--- config.mk ---
export PLATFORM = sky130hd
export DESIGN_NAME = tpm_spi_host
export DESIGN_NICKNAME = d
export VERILOG_FILES = /design/src/rtl/tpm_spi_host.sv
export SDC_FILE = /design/constraint.sdc
export NUM_CORES = 1
export LEC_CHECK = 0
export CORE_MARGIN = 1.5
export CORE_UTILIZATION = 30
export CTS_BUF_LIST = sky130_fd_sc_hd__clkbuf_8
export DETAILED_ROUTE_END_ITERATION = 10
export PLACE_DENSITY = 0.55
export SYNTH_ARGS = -nofsm -noshare
export SYNTH_HDL_FRONTEND = slang
export SYNTH_SLANG_ARGS = --single-unit
--- constraint.sdc ---
create_clock -name clk -period 6.17 [get_ports clk]
set_input_delay 1.234 -clock clk [delete_from_list [all_inputs] [get_ports clk]]
set_output_delay 1.234 -clock clk [all_outputs]
set_load 0.02 [all_outputs]
--- src/rtl/tpm_spi_host.sv ---
// tpm_spi_host: host-side TPM SPI engine that turns one-byte register read/write
// requests into a 32-bit header, optional flow-control wait bytes and one data byte.
module tpm_spi_host #(
   parameter int CLK_DIV  = 2,
   parameter int MAX_WAIT = 64
) (
   input  logic        clk,
   input  logic        reset_n,
   input  logic        start,
   input  logic        rw,
   input  logic [23:0] addr,
   input  logic [7:0]  wdata,
   output logic [7:0]  rdata,
   output logic        busy,
   output logic        done,
   output logic        error,
   output logic        sclk,
   output logic        cs_n,
   output logic        mosi,
   input  logic        miso
);
   localparam int CW = (CLK_DIV > 1) ? $clog2(CLK_DIV) : 1;
   localparam int WW = $clog2(MAX_WAIT + 1);
   localparam logic [CW-1:0] CNT_LAST  = CW'(CLK_DIV - 1);
   localparam logic [WW-1:0] WAIT_LAST = WW'(MAX_WAIT - 1);

   typedef enum logic [2:0] {
      S_IDLE     = 3'd0,
      S_CS_SETUP = 3'd1,
      S_HEADER   = 3'd2,
      S_WAIT     = 3'd3,
      S_DATA     = 3'd4,
      S_CS_HOLD  = 3'd5,
      S_CS_GAP   = 3'd6
   } state_t;

   state_t        state_r, state_nxt;
   logic [CW-1:0] cnt_r, cnt_nxt;
   logic [4:0]    bit_r, bit_nxt;
   logic [WW-1:0] wait_r, wait_nxt;
   logic [39:0]   tx_r, tx_nxt;
   logic [7:0]    rx_r, rx_nxt;
   logic          rw_r, rw_nxt;
   logic          abort_r, abort_nxt;
   logic          sclk_r, sclk_nxt;
   logic          cs_n_r, cs_n_nxt;
   logic          mosi_r, mosi_nxt;
   logic          busy_r, busy_nxt;
   logic          done_r, done_nxt;
   logic          error_r, error_nxt;
   logic [7:0]    rdata_r, rdata_nxt;

   logic tick_s;
   logic fall_s;

   // Every phase (setup, SCLK half-period, hold, gap) lasts CLK_DIV cycles, so one
   // free-running divider marks all phase ends; a tick while SCLK is high is a fall.
   assign tick_s = (cnt_r == CNT_LAST);
   assign fall_s = tick_s & sclk_r;

   // State register
   always_ff @(posedge clk or negedge reset_n) begin
      if (!reset_n) begin
         state_r <= S_IDLE;
      end else begin
         state_r <= state_nxt;
      end
   end

   // Next-state decode
   always_comb begin
      state_nxt = state_r;
      case (state_r)
         S_IDLE: begin
            if (start) state_nxt = S_CS_SETUP;
            else       state_nxt = S_IDLE;
         end
         S_CS_SETUP: begin
            if (tick_s) state_nxt = S_HEADER;
            else        state_nxt = S_CS_SETUP;
         end
         S_HEADER: begin
            if (fall_s && (bit_r == 5'd31)) state_nxt = miso ? S_DATA : S_WAIT;
            else                            state_nxt = S_HEADER;
         end
         S_WAIT: begin
            if (fall_s && (bit_r == 5'd7)) begin
               if (miso)                      state_nxt = S_DATA;
               else if (wait_r == WAIT_LAST)  state_nxt = S_CS_HOLD;
               else                           state_nxt = S_WAIT;
            end else begin
               state_nxt = S_WAIT;
            end
         end
         S_DATA: begin
            if (fall_s && (bit_r == 5'd7)) state_nxt = S_CS_HOLD;
            else                           state_nxt = S_DATA;
         end
         S_CS_HOLD: begin
            if (tick_s) state_nxt = S_CS_GAP;
            else        state_nxt = S_CS_HOLD;
         end
         S_CS_GAP: begin
            if (tick_s) state_nxt = S_IDLE;
            else        state_nxt = S_CS_GAP;
         end
         default: state_nxt = S_IDLE;
      endcase
   end

   // Output and datapath next values; the final SCLK low phase doubles as CS hold time
   always_comb begin
      cnt_nxt   = cnt_r;
      bit_nxt   = bit_r;
      wait_nxt  = wait_r;
      tx_nxt    = tx_r;
      rx_nxt    = rx_r;
      rw_nxt    = rw_r;
      abort_nxt = abort_r;
      sclk_nxt  = sclk_r;
      cs_n_nxt  = cs_n_r;
      mosi_nxt  = mosi_r;
      busy_nxt  = busy_r;
      done_nxt  = 1'b0;
      error_nxt = 1'b0;
      rdata_nxt = rdata_r;
      if (state_r != S_IDLE) begin
         cnt_nxt = tick_s ? {CW{1'b0}} : cnt_r + CW'(1);
      end else begin
         cnt_nxt = {CW{1'b0}};
      end
      case (state_r)
         S_IDLE: begin
            if (start) begin
               busy_nxt  = 1'b1;
               cs_n_nxt  = 1'b0;
               rw_nxt    = rw;
               abort_nxt = 1'b0;
               wait_nxt  = {WW{1'b0}};
               bit_nxt   = 5'd0;
               mosi_nxt  = rw;
               tx_nxt    = {1'b0, 6'd0, addr, (rw ? 8'h00 : wdata), 1'b0};
            end else begin
               busy_nxt  = 1'b0;
            end
         end
         S_CS_SETUP: begin
            if (tick_s) sclk_nxt = 1'b1;
            else        sclk_nxt = 1'b0;
         end
         S_HEADER: begin
            sclk_nxt = tick_s ? ~sclk_r : sclk_r;
            if (fall_s) begin
               if (bit_r == 5'd31) begin
                  bit_nxt = 5'd0;
                  if (miso) {mosi_nxt, tx_nxt} = {tx_r, 1'b0};
                  else      mosi_nxt = 1'b0;
               end else begin
                  bit_nxt = bit_r + 5'd1;
                  {mosi_nxt, tx_nxt} = {tx_r, 1'b0};
               end
            end else begin
               bit_nxt = bit_r;
            end
         end
         S_WAIT: begin
            sclk_nxt = tick_s ? ~sclk_r : sclk_r;
            if (fall_s) begin
               mosi_nxt = 1'b0;
               if (bit_r == 5'd7) begin
                  bit_nxt  = 5'd0;
                  wait_nxt = wait_r + WW'(1);
                  if (miso)                     {mosi_nxt, tx_nxt} = {tx_r, 1'b0};
                  else if (wait_r == WAIT_LAST) abort_nxt = 1'b1;
                  else                          abort_nxt = 1'b0;
               end else begin
                  bit_nxt = bit_r + 5'd1;
               end
            end else begin
               bit_nxt = bit_r;
            end
         end
         S_DATA: begin
            sclk_nxt = tick_s ? ~sclk_r : sclk_r;
            if (fall_s) begin
               rx_nxt = {rx_r[6:0], miso};
               {mosi_nxt, tx_nxt} = {tx_r, 1'b0};
               if (bit_r == 5'd7) bit_nxt = 5'd0;
               else               bit_nxt = bit_r + 5'd1;
            end else begin
               bit_nxt = bit_r;
            end
         end
         S_CS_HOLD: begin
            sclk_nxt = 1'b0;
            if (tick_s) begin
               cs_n_nxt  = 1'b1;
               done_nxt  = 1'b1;
               error_nxt = abort_r;
               if (rw_r && !abort_r) rdata_nxt = rx_r;
               else                  rdata_nxt = rdata_r;
            end else begin
               cs_n_nxt  = 1'b0;
            end
         end
         S_CS_GAP: begin
            if (tick_s) busy_nxt = 1'b0;
            else        busy_nxt = 1'b1;
         end
         default: begin
            sclk_nxt = 1'b0;
            cs_n_nxt = 1'b1;
            mosi_nxt = 1'b0;
            busy_nxt = 1'b0;
         end
      endcase
   end

   // Datapath and output registers
   always_ff @(posedge clk or negedge reset_n) begin
      if (!reset_n) begin
         cnt_r   <= {CW{1'b0}};
         bit_r   <= 5'd0;
         wait_r  <= {WW{1'b0}};
         tx_r    <= 40'd0;
         rx_r    <= 8'h00;
         rw_r    <= 1'b0;
         abort_r <= 1'b0;
         sclk_r  <= 1'b0;
         cs_n_r  <= 1'b1;
         mosi_r  <= 1'b0;
         busy_r  <= 1'b0;
         done_r  <= 1'b0;
         error_r <= 1'b0;
         rdata_r <= 8'h00;
      end else begin
         cnt_r   <= cnt_nxt;
         bit_r   <= bit_nxt;
         wait_r  <= wait_nxt;
         tx_r    <= tx_nxt;
         rx_r    <= rx_nxt;
         rw_r    <= rw_nxt;
         abort_r <= abort_nxt;
         sclk_r  <= sclk_nxt;
         cs_n_r  <= cs_n_nxt;
         mosi_r  <= mosi_nxt;
         busy_r  <= busy_nxt;
         done_r  <= done_nxt;
         error_r <= error_nxt;
         rdata_r <= rdata_nxt;
      end
   end

   assign rdata = rdata_r;
   assign busy  = busy_r;
   assign done  = done_r;
   assign error = error_r;
   assign sclk  = sclk_r;
   assign cs_n  = cs_n_r;
   assign mosi  = mosi_r;
endmodule

==> results.json <==
{
  "rsz0062_at_grt": "false",
  "dr.pass1.iters": 7,
  "vias_per_cell": 5.54,
  "numCtsBuffers": 9,
  "wire_per_inst_um": 16.7,
  "dp_hpwl_um": 6210,
  "syn_area_mm2": 0.00399,
  "start_util_pct": 31.1,
  "root_buffer": "clkbuf_8",
  "synthCells": 358,
  "drtIter0Drc": 288,
  "ctsHoldBuffers": 0,
  "start_kind": "primary input",
  "cp_cell_sequence": "clkdlybuf4s50_1 > nor4b_4 > a211o_2 > o21ai_2 > o2bb2ai_1",
  "die_h_um": 118,
  "p_leak_uw": 0.00193,
  "maxSlewHeadroom_pct": 26.2,
  "synth_fp_nets": 398,
  "critical_path_required_ns": 6.46,
  "cp_slowest_cell": "o21ai_2",
  "rows": 41,
  "ios": 51,
  "synth_flop_cell": "dfrtp_1",
  "routed_wl_um": 9540,
  "endpoint_kind": "register",
  "clk_pin_slew_ns": 0.08,
  "min_period_ns": 3.09,
  "timing.rr.end": "tx_r[29]",
  "drc": 0,
  "r2r-start": "bit_r[0]",
  "reg2regPathDepth": 7,
  "syn_area_per_cell_um2": 11.1,
  "yosys_warnings": 0,
  "grt_max_degree": 81,
  "status": "finished, final reports clean",
  "yosysUniqueCellTypes": 63,
  "path_max_fanout": 24,
  "setup_viol": 0,
  "min_period_over_period_pct": 50.1,
  "synth_xor_area_share_pct": 0,
  "tritoncts": "yes",
  "nets": 434,
  "gp_congestion": 0.813,
  "cts_max_path_buffers": 2,
  "power_density_mw_per_mm2": 430,
  "cts_resized": 0,
  "regToRegSetupSlack_ns": 3.40,
  "grt_remaining_overflow": 0,
  "synthMuxAreaShare_pct": 5.05,
  "peakVddDrop_uv": 214,
  "seq_area_frac_synth_pct": 50.2,
  "drtAntennaViolNets": 0,
  "cts_setup_buffers": 0,
  "clock_skew_ns": 0.00927,
  "antenna_found_initial": 0,
  "areaGrowthSynthToFinish_pct": 20.7,
  "portBuffers": 50,
  "cap_violations": 0,
  "fin_setup_tns_ns": 0,
  "yosysMostFrequentCell": "dfrtp_1",
  "startpoint": "start",
  "antenna_cells": 0,
  "worst-setup-path-type": "primary input to register",
  "synth_top_cell_area_share_pct": 49.5,
  "synth_compound_area_share_pct": 27.9,
  "grtUsageTotal_pct": 14.3,
  "synth_area_leaders": "dfrtp_1 (50%), o2bb2ai_1 (6.8%), a222oi_1 (5.8%)",
  "slowest_delay_ns": 0.86,
  "synth_common_cells": "dfrtp_1 (79), o2bb2ai_1 (31), a222oi_1 (23)",
  "drive_gt1_share_pct": 13.8,
  "finish.utilization_pct": 37.6,
  "synth_top_area_cell": "dfrtp_1",
  "critPathCapture": "tx_r[19]",
  "arrival_ns": 3.38,
  "ys_async_sr_fraction_pct": 100,
  "fill_cells": 1313,
  "grt_pass1_vias": 3182,
  "max_freq_mhz": 323,
  "worst_pin_slew_ns": 1.11,
  "hold_class": "register to register",
  "synthAdderAreaFrac_pct": 0.940,
  "clock_latency_ns": 0.36,
  "synth-edff-count": 0,
  "clock-sinks": 80,
  "core-area_mm2": 0.0128,
  "finalHoldViolCount": 0,
  "die_area_mm2": 0.0140,
  "die_w_um": 118,
  "vias": 3165,
  "synth.ff_latch_count": 80,
  "synth_top_family_by_area": "compound AO/OA/AOI/OAI gates",
  "maxSlewViolCount": 0,
  "grt_pass1_wl_um": 16200,
  "h-tree-depth": 3,
  "synth-simple-area-share_pct": 11.8
}
[worst min-delay path by stage]
stage / from / endpoint / slack (ns) / depth (start not counted)
global placement: rw_r / rw_r / 0.46 / 2
floorplan: rw_r / rw_r / 0.44 / 2
detailed placement: rw_r / rw_r / 0.47 / 2
finish: rw_r / rw_r / 0.48 / 2
CTS: rw_r / rw_r / 0.48 / 2
global route: tx_r[4] / tx_r[4] / 0.51 / 1
[critical path: cells and delay by family]
family	cells	cell delay, ns
simple gates	1	0.20
buf+inv	1	0.48
compound gates	3	1.46
[state kept, by name, summed over array words and instances, names as in the netlist, 3 cells and up]
signal	flops
rdata	8
state_r	3
tx_r	40
bit_r	5
rx_r	8
wait_r	7
[through the flow]
step           total power (uW)  hold WS [ns]  setup WS [ns]  std cells  instance area (um2)
2_1_floorplan              1280         0.438           3.68        358                 3990
3_3_place_gp               1630         0.458           2.75        555                 4590
3_5_place_dp               1650         0.465           2.71        555                 4590
4_1_cts                    2090         0.483           3.08        571                 4820
5_1_grt                    2220         0.513           2.95        571                 4820
6_report                   2070         0.478           3.08        571                 4820
[routing by layer]
layer / vias up / wire (um) / global-route usage [%]
met1: 1567 / 4580 / 19.7
met2: 97 / 4360 / 21.8
met3: 10 / 471 / 3.38
met4: 0 / 123 / 5.18
met5: - / 0 / 0
li1: 1491 / - / -
[placed cells by master, fill, tap and decap left out, types with 4 or more instances in the layout]
master,netlist,layout
o21ai_0,16,16
nand2_1,20,20
clkdlybuf4s50_1,0,49
inv_1,6,7
clkbuf_8,0,10
nor3_1,5,5
a22oi_1,10,9
a31oi_1,4,4
a21oi_1,14,14
dfrtp_1,79,79
buf_4,4,4
o2bb2ai_1,31,31
a222oi_1,23,23
and2_1,4,4
mux2_2,17,17
nand3_1,8,8
a32o_1,8,8
nand2b_1,4,4
o211ai_1,7,7
nor2_1,15,15
[cell families (layout without fill, tap and decap cells)]
group | after synthesis | in the layout
AOI/OAI and AO/OA | 141 | 141
and+or+nand+nor | 82 | 82
DFF | 80 | 80
buffers and inverters | 34 | 75
muxes | 18 | 18
adders and majority gates | 3 | 3
[power breakdown]
group / internal [uW] / switching, uW
clock network: 237 / 194
logic: 325 / 466
registers: 679 / 172
[cell type report]
type                            instances  area, um2  share of cell area, %
Sequential cell                        80       2000                   41.6
Multi-Input combinational cell        244       1830                   38.1
Timing Repair Buffer                   53        520                   10.8
Tap cell                              172        215                   4.47
Clock buffer                           10        138                   2.86
Clock inverter                          6       83.8                   1.74
Inverter                                6       22.5                  0.468
No activity file was read; power rests on OpenSTA's default activity.
